`src/rtl/hazard_ctrl.sv`:
```
// hazard_ctrl: load-use/branch hazard control, bubble gating and halt-on-illegal sequencing
module hazard_ctrl (
  input  logic        clk,
  input  logic        rst,
  input  logic [31:0] id_instr,
  input  logic [1:0]  ctl_wb,
  input  logic [2:0]  ctl_mem,
  input  logic [3:0]  ctl_ex,
  input  logic        idex_memread,
  input  logic [4:0]  idex_rt,
  input  logic        exmem_branch,
  input  logic        exmem_zero,
  output logic        pc_write,
  output logic        ifid_write,
  output logic        pcsrc,
  output logic        ifid_flush,
  output logic        idex_flush,
  output logic        exmem_flush,
  output logic [1:0]  id_wb,
  output logic [2:0]  id_mem,
  output logic [3:0]  id_ex,
  output logic [1:0]  state,
  output logic        halted,
  output logic [15:0] stall_cnt,
  output logic [15:0] flush_cnt
);
  typedef enum logic [1:0] {RUN = 2'b00, DRAIN = 2'b01, HALT = 2'b10} st_t;
  st_t st;
  logic [5:0] op;
  logic take, legal, uses_rt, lu, br, freeze, stall;
  assign op = id_instr[31:26];
  assign take = exmem_branch & exmem_zero;
  assign legal = op == 6'h00 || op == 6'h23 || op == 6'h2b || op == 6'h04;
  assign uses_rt = op == 6'h00 || op == 6'h2b || op == 6'h04;
  assign lu = idex_memread && idex_rt != 5'd0 &&
              (idex_rt == id_instr[25:21] || (uses_rt && idex_rt == id_instr[20:16]));
  // a taken branch overrides everything except HALT, since ID holds wrong-path code
  assign br = take && (st == RUN || st == DRAIN);
  assign freeze = !br && (st != RUN || !legal || lu);
  assign stall = st == RUN && !take && legal && lu;
  assign pc_write = !freeze;
  assign ifid_write = !freeze;
  assign pcsrc = br;
  assign ifid_flush = br;
  assign exmem_flush = br;
  assign idex_flush = br | freeze;
  assign id_wb = idex_flush ? 2'b0 : ctl_wb;
  assign id_mem = idex_flush ? 3'b0 : ctl_mem;
  assign id_ex = idex_flush ? 4'b0 : ctl_ex;
  assign state = st;
  assign halted = st == HALT;
  always_ff @(posedge clk or posedge rst) begin
    if (rst) begin
      st <= RUN;
      stall_cnt <= 16'd0;
      flush_cnt <= 16'd0;
    end else begin
      if (stall && stall_cnt != 16'hFFFF) stall_cnt <= stall_cnt + 16'd1;
      if (br && flush_cnt != 16'hFFFF) flush_cnt <= flush_cnt + 16'd1;
      case (st)
        RUN:     st <= (!take && !legal) ? DRAIN : RUN;
        DRAIN:   st <= take ? RUN : HALT;
        default: st <= HALT;
      endcase
    end
  end
endmodule

```
`config.mk`:
```
export PLATFORM = sky130hd
export DESIGN_NAME = hazard_ctrl
export DESIGN_NICKNAME = d
export VERILOG_FILES = /design/src/rtl/hazard_ctrl.sv
export SDC_FILE = /design/constraint.sdc
export NUM_CORES = 1
export LEC_CHECK = 0
export ABC_AREA = 1
export CAP_MARGIN = 20
export CORE_ASPECT_RATIO = 1.75
export CORE_UTILIZATION = 46
export CTS_CLUSTER_DIAMETER = 80
export DETAILED_ROUTE_END_ITERATION = 6
export GPL_ROUTABILITY_DRIVEN = 0
export HOLD_SLACK_MARGIN = 0.03
export PLACE_DENSITY = 0.85
export REMOVE_ABC_BUFFERS = 1
export SLEW_MARGIN = 0
export SYNTH_ARGS = -nofsm -noshare
export SYNTH_HDL_FRONTEND = slang
export SYNTH_SLANG_ARGS = --single-unit
```
`constraint.sdc`:
```
create_clock -name clk -period 3.3 [get_ports clk]
set_input_delay 0.33 -clock clk [delete_from_list [all_inputs] [get_ports clk]]
set_output_delay 0.33 -clock clk [all_outputs]
set_load 0.005 [all_outputs]
```
# Word-level counts from Yosys, hierarchy flattened
# Cells that the tools add are included.
# W data, S select, Z words.
# word_totals
regBits	34
word_cells	50
out_inout_bits	50
in_bits	51
# classes
muxes	6
n_reduce_logical	28
add_sub_neg	2
bitwise_logic	2
n_eq_ne	9
# op_table
cell	n
$add A16 B1 Y16 const B	2
$ne A16 B16 Y1 const B	2
$eq A6 B6 Y1 const B	2
$logic_and A1 B1 Y1	11
$eq A5 B5 Y1	2
$logic_or A1 B1 Y1	9
$eq A6 B3 Y1 const B	1
$logic_not A6 Y1	1
$reduce_bool A5 Y1	1
$logic_not A1 Y1	4
$mux W2	2
$mux W4	1
$pmux W2 S2	1
$mux W3	1
$eq A2 B1 Y1 const B	1
$eq A2 B2 Y1 const B	1
$logic_not A2 Y1	1
$reduce_bool A2 Y1	1
$and A1 B1 Y1	1
$mux W1	1
$or A1 B1 Y1	1

# Logic depth before layout (Yosys ltp)
# depth
depth_word	10
ltp_mapped	11
depth_no_buf	10

# Worst setup path before layout
# Ideal clock, no wire load.
# synth_timing
path_kind	in2out
from	input idex_rt[1]
to	output pc_write
cell_stages	6
required_ps	2970
path_buffers	1
arrival_time_ps	1317
slack_ps	1653
path_cell_list	or2_1 -> a21oi_2 -> nand3_2 -> a21oi_4 -> o21ai_0 -> buf_4
# synth_between
elab_chain_cells	7
elab_cells_between_ends	10
classes_between	2 x eq/ne; 8 x reduce/logical
# synth_lines
element	line_no	rtl
start: declaration	10	input logic [4:0] idex_rt,
$eq A5 B5 Y1	36	(idex_rt == id_instr[25:21] || (uses_rt && idex_rt == id_instr[20:16]));
$logic_and A1 B1 Y1	36	
$logic_or A1 B1 Y1	36	
$logic_and A1 B1 Y1 *	35	assign lu = idex_memread && idex_rt != 5'd0 &&
$logic_or A1 B1 Y1 *	39	assign freeze = !br && (st != RUN || !legal || lu);
$logic_and A1 B1 Y1 *	39	
$logic_not A1 Y1 *	n/a	
end: declaration	13	output logic pc_write,
# Mark *: on every way between the ends. The rest lies on a longest branch, timed or not.

# Worst setup path in the final report
# layout_timing
from	input idex_rt[2]
to	output id_ex[0]
# layout_between
elab_chain_cells	8
elab_cells_between_ends	11
classes_between	2 x eq/ne; 1 x mux; 1 x bitwise; 7 x reduce/logical
# layout_lines
element	line_no	rtl
$eq A5 B5 Y1	36	
$logic_and A1 B1 Y1	36	
$logic_or A1 B1 Y1	36	
$logic_and A1 B1 Y1 *	35	
$logic_or A1 B1 Y1 *	39	
$logic_and A1 B1 Y1 *	39	
$or A1 B1 Y1 *	46	assign idex_flush = br | freeze;
$mux W4 *	49	assign id_ex = idex_flush ? 4'b0 : ctl_ex;
end: declaration	21	output logic [3:0] id_ex,
# Marked as above.

==> results.cfg <==
[yosys]
ys_ff_latch = 34
synthesis.area_mm2 = 0.002374
synth_top_cell_by_area = dfrtp_1
synth-async-reset-ratio_pct = 100.0
synth_top_area_share_pct = 35.85
syn-mean-instance-area_um2 = 7.281
yosysWarnings = 0
ys.flop_type = dfrtp_1
yosys-top-cells-count = nand2_1, inv_1, nor2_1
synth_edf_count = 0
yosysMostFrequentCell = nand2_1
ys_types = 25
ys_top_cells_by_area = dfrtp_1, nand2_1, xor2_1
synth-seq-area-share_pct = 35.85
synthCells = 326

[clock_tree]
clk_pin_slew_ns = 0.07
cts_buffer_depth = 2
ctsRootBufferMaster = clkbuf_8
clk_latency_ns = 0.28
tritoncts = built
htree_levels = 2
cts_num_sinks = 34
post_cts_resized = 0
post-cts-setup-buffers = 0
ctsHoldBuffers = 0
cts_inserted_buffers = 5

[sta]
setup_viol = 0
max_slew.worst_pin.slew_ns = 0.4646
period_needed_ns = 2.669
fmax_mhz = 374.7
fin_crit_sh_pct = 80.88
fin_tns_setup_ns = 0
slew-limit-headroom_pct = 68.74
hold_violations = 0
rsz0062_at_grt = false
final-max-slew-violation-count = 0
skew_ns = 0.004257
finalWorstSetupSlack_ns = 0.6309

[worst_setup_path]
ff2ff_path_depth = 8
reg2reg_from = flush_cnt[0]
cp_max_fo = 10
r2r_setup_slack_ns = 1.47
reg2reg_to = flush_cnt[2]
critPathCaptureType = output port
crit_path_start_kind = input pin
endpoint = id_ex[0]
crit_arrival_ns = 2.34
setup.worst_path.start = idex_rt[2]
required_ns = 2.97
crit_type = input pin to output port

[cells_and_area]
antennaDiodeCount = 0
postLayoutCellArea_mm2 = 0.003328
area_growth_pct = 40.22
layout.cells.non_filler = 466
final_nets = 464
layout-drive-gt1-share_pct = 5.340

[pwr]
leakage_nw = 1.586
peakVddDrop_mv = 0.4478
power-per-cell-area_mw_per_mm2 = 374.8

[drt]
final_antenna_net_count = 0
drt_iter0_markers = 71
via_per_inst = 5.174
drc = 0
route.vias.total = 2411
wire_per_inst_um = 12.59
dr.pass1.iters = 4
totalWireLength_um = 5865

[global_route]
track_usage_pct = 21.51
grt_pass1_wl_um = 9591
grt_max_degree = 35
grt_pass1_vias = 2271
antenna_found_initial = 0
grt.overflow.total = 0

[floorplan]
die_h_um = 97.03
io_pins = 101
start_util_pct = 47.69
die_area_mm2 = 0.005463
rows = 34
die_w_um = 56.30
coreArea_mm2 = 0.004977

[place]
dpl.cell_count = 458
post-dp-hpwl_um = 4397
numPortBuffers = 84
placement.setup.worst_slack_ns = 0.6051
placed_area_mm2 = 0.003237

[status]
status = completed

[run]
maxCapViolCount = 0

[min_path]
hold_class = input pin to asynchronous set/reset pin
==> placed cells by master (no fill, tap or decap), drive strengths merged <==
master / instances
nand2: 96
nor3: 9
nor4: 4
dfrtp: 34
xor2: 25
nand4: 27
buf: 2
or2: 1
nand3: 21
clkdlybuf4s50: 84
o21ai: 5
xnor2: 6
nor2: 41
ha: 2
clkinv: 1
clkbuf: 7
a21oi: 2
inv: 45
==> registers in the layout (all words and copies together) (netlist names) <==
name       cells
flush_cnt     16
stall_cnt     16
state          2
==> worst min-delay path by stage <==
stage,start,endpoint
CTS,rst,flush_cnt[14]
detailed placement,state[0],state[0]
global route,rst,flush_cnt[15]
finish,rst,flush_cnt[14]
floorplan,rst,flush_cnt[0]
global placement,state[0],state[0]
==> power breakdown <==
part | total [mW] | internal (mW) | switching [mW]
Clock | 0.315 | 0.168 | 0.147
Combinational | 0.387 | 0.218 | 0.170
Sequential | 0.545 | 0.472 | 0.0724
==> critical path, cell delays in order <==
cell,delay (ns)
clkdlybuf4s50_1,0.47
nor3_1,0.21
nand3_1,0.09
nand2_1,0.13
inv_1,0.11
nand2_1,0.12
nand4_2,0.21
nor2_1,0.15
clkdlybuf4s50_1,0.52
==> layout make-up <==
class	instances	area [um2]
multi-input combinational	239	1294
tap	54	67.56
inverter	45	168.9
clock inverter	1	5.005
sequential	34	850.8
fill	412	1649
timing repair buffer	86	855.8
clock buffer	7	86.33
==> logic make-up after synthesis <==
| family | after synthesis | synth area share, % |
|---|---|---|
| flops | 34 | 35.85 |
| simple gates | 199 | 39.90 |
| compound gates | 7 | 2.109 |
| buf+inv | 53 | 9.646 |
| xor+xnor | 31 | 11.44 |
| fa+ha+maj | 2 | 1.054 |
==> routing by layer <==
metal,GRT usage [%],wire (um),up-vias
li1,-,-,1210
met1,23.96,2312,1117
met2,40.02,3142,75
met3,3.075,326,9
met4,8.068,85,0
met5,0,0,-
==> per-stage QoR <==
stage	total power, mW	util [%]	hold WS (ns)
3_3_place_gp	0.9272	65.03	0.4747
4_1_cts	1.258	66.87	0.4771
2_1_floorplan	0.7032	-	0.4716
3_5_place_dp	0.9383	65.03	0.4968
5_1_grt	1.318	66.87	0.5006
6_report	1.247	66.87	0.4481
(Power assumes the default switching activity.)
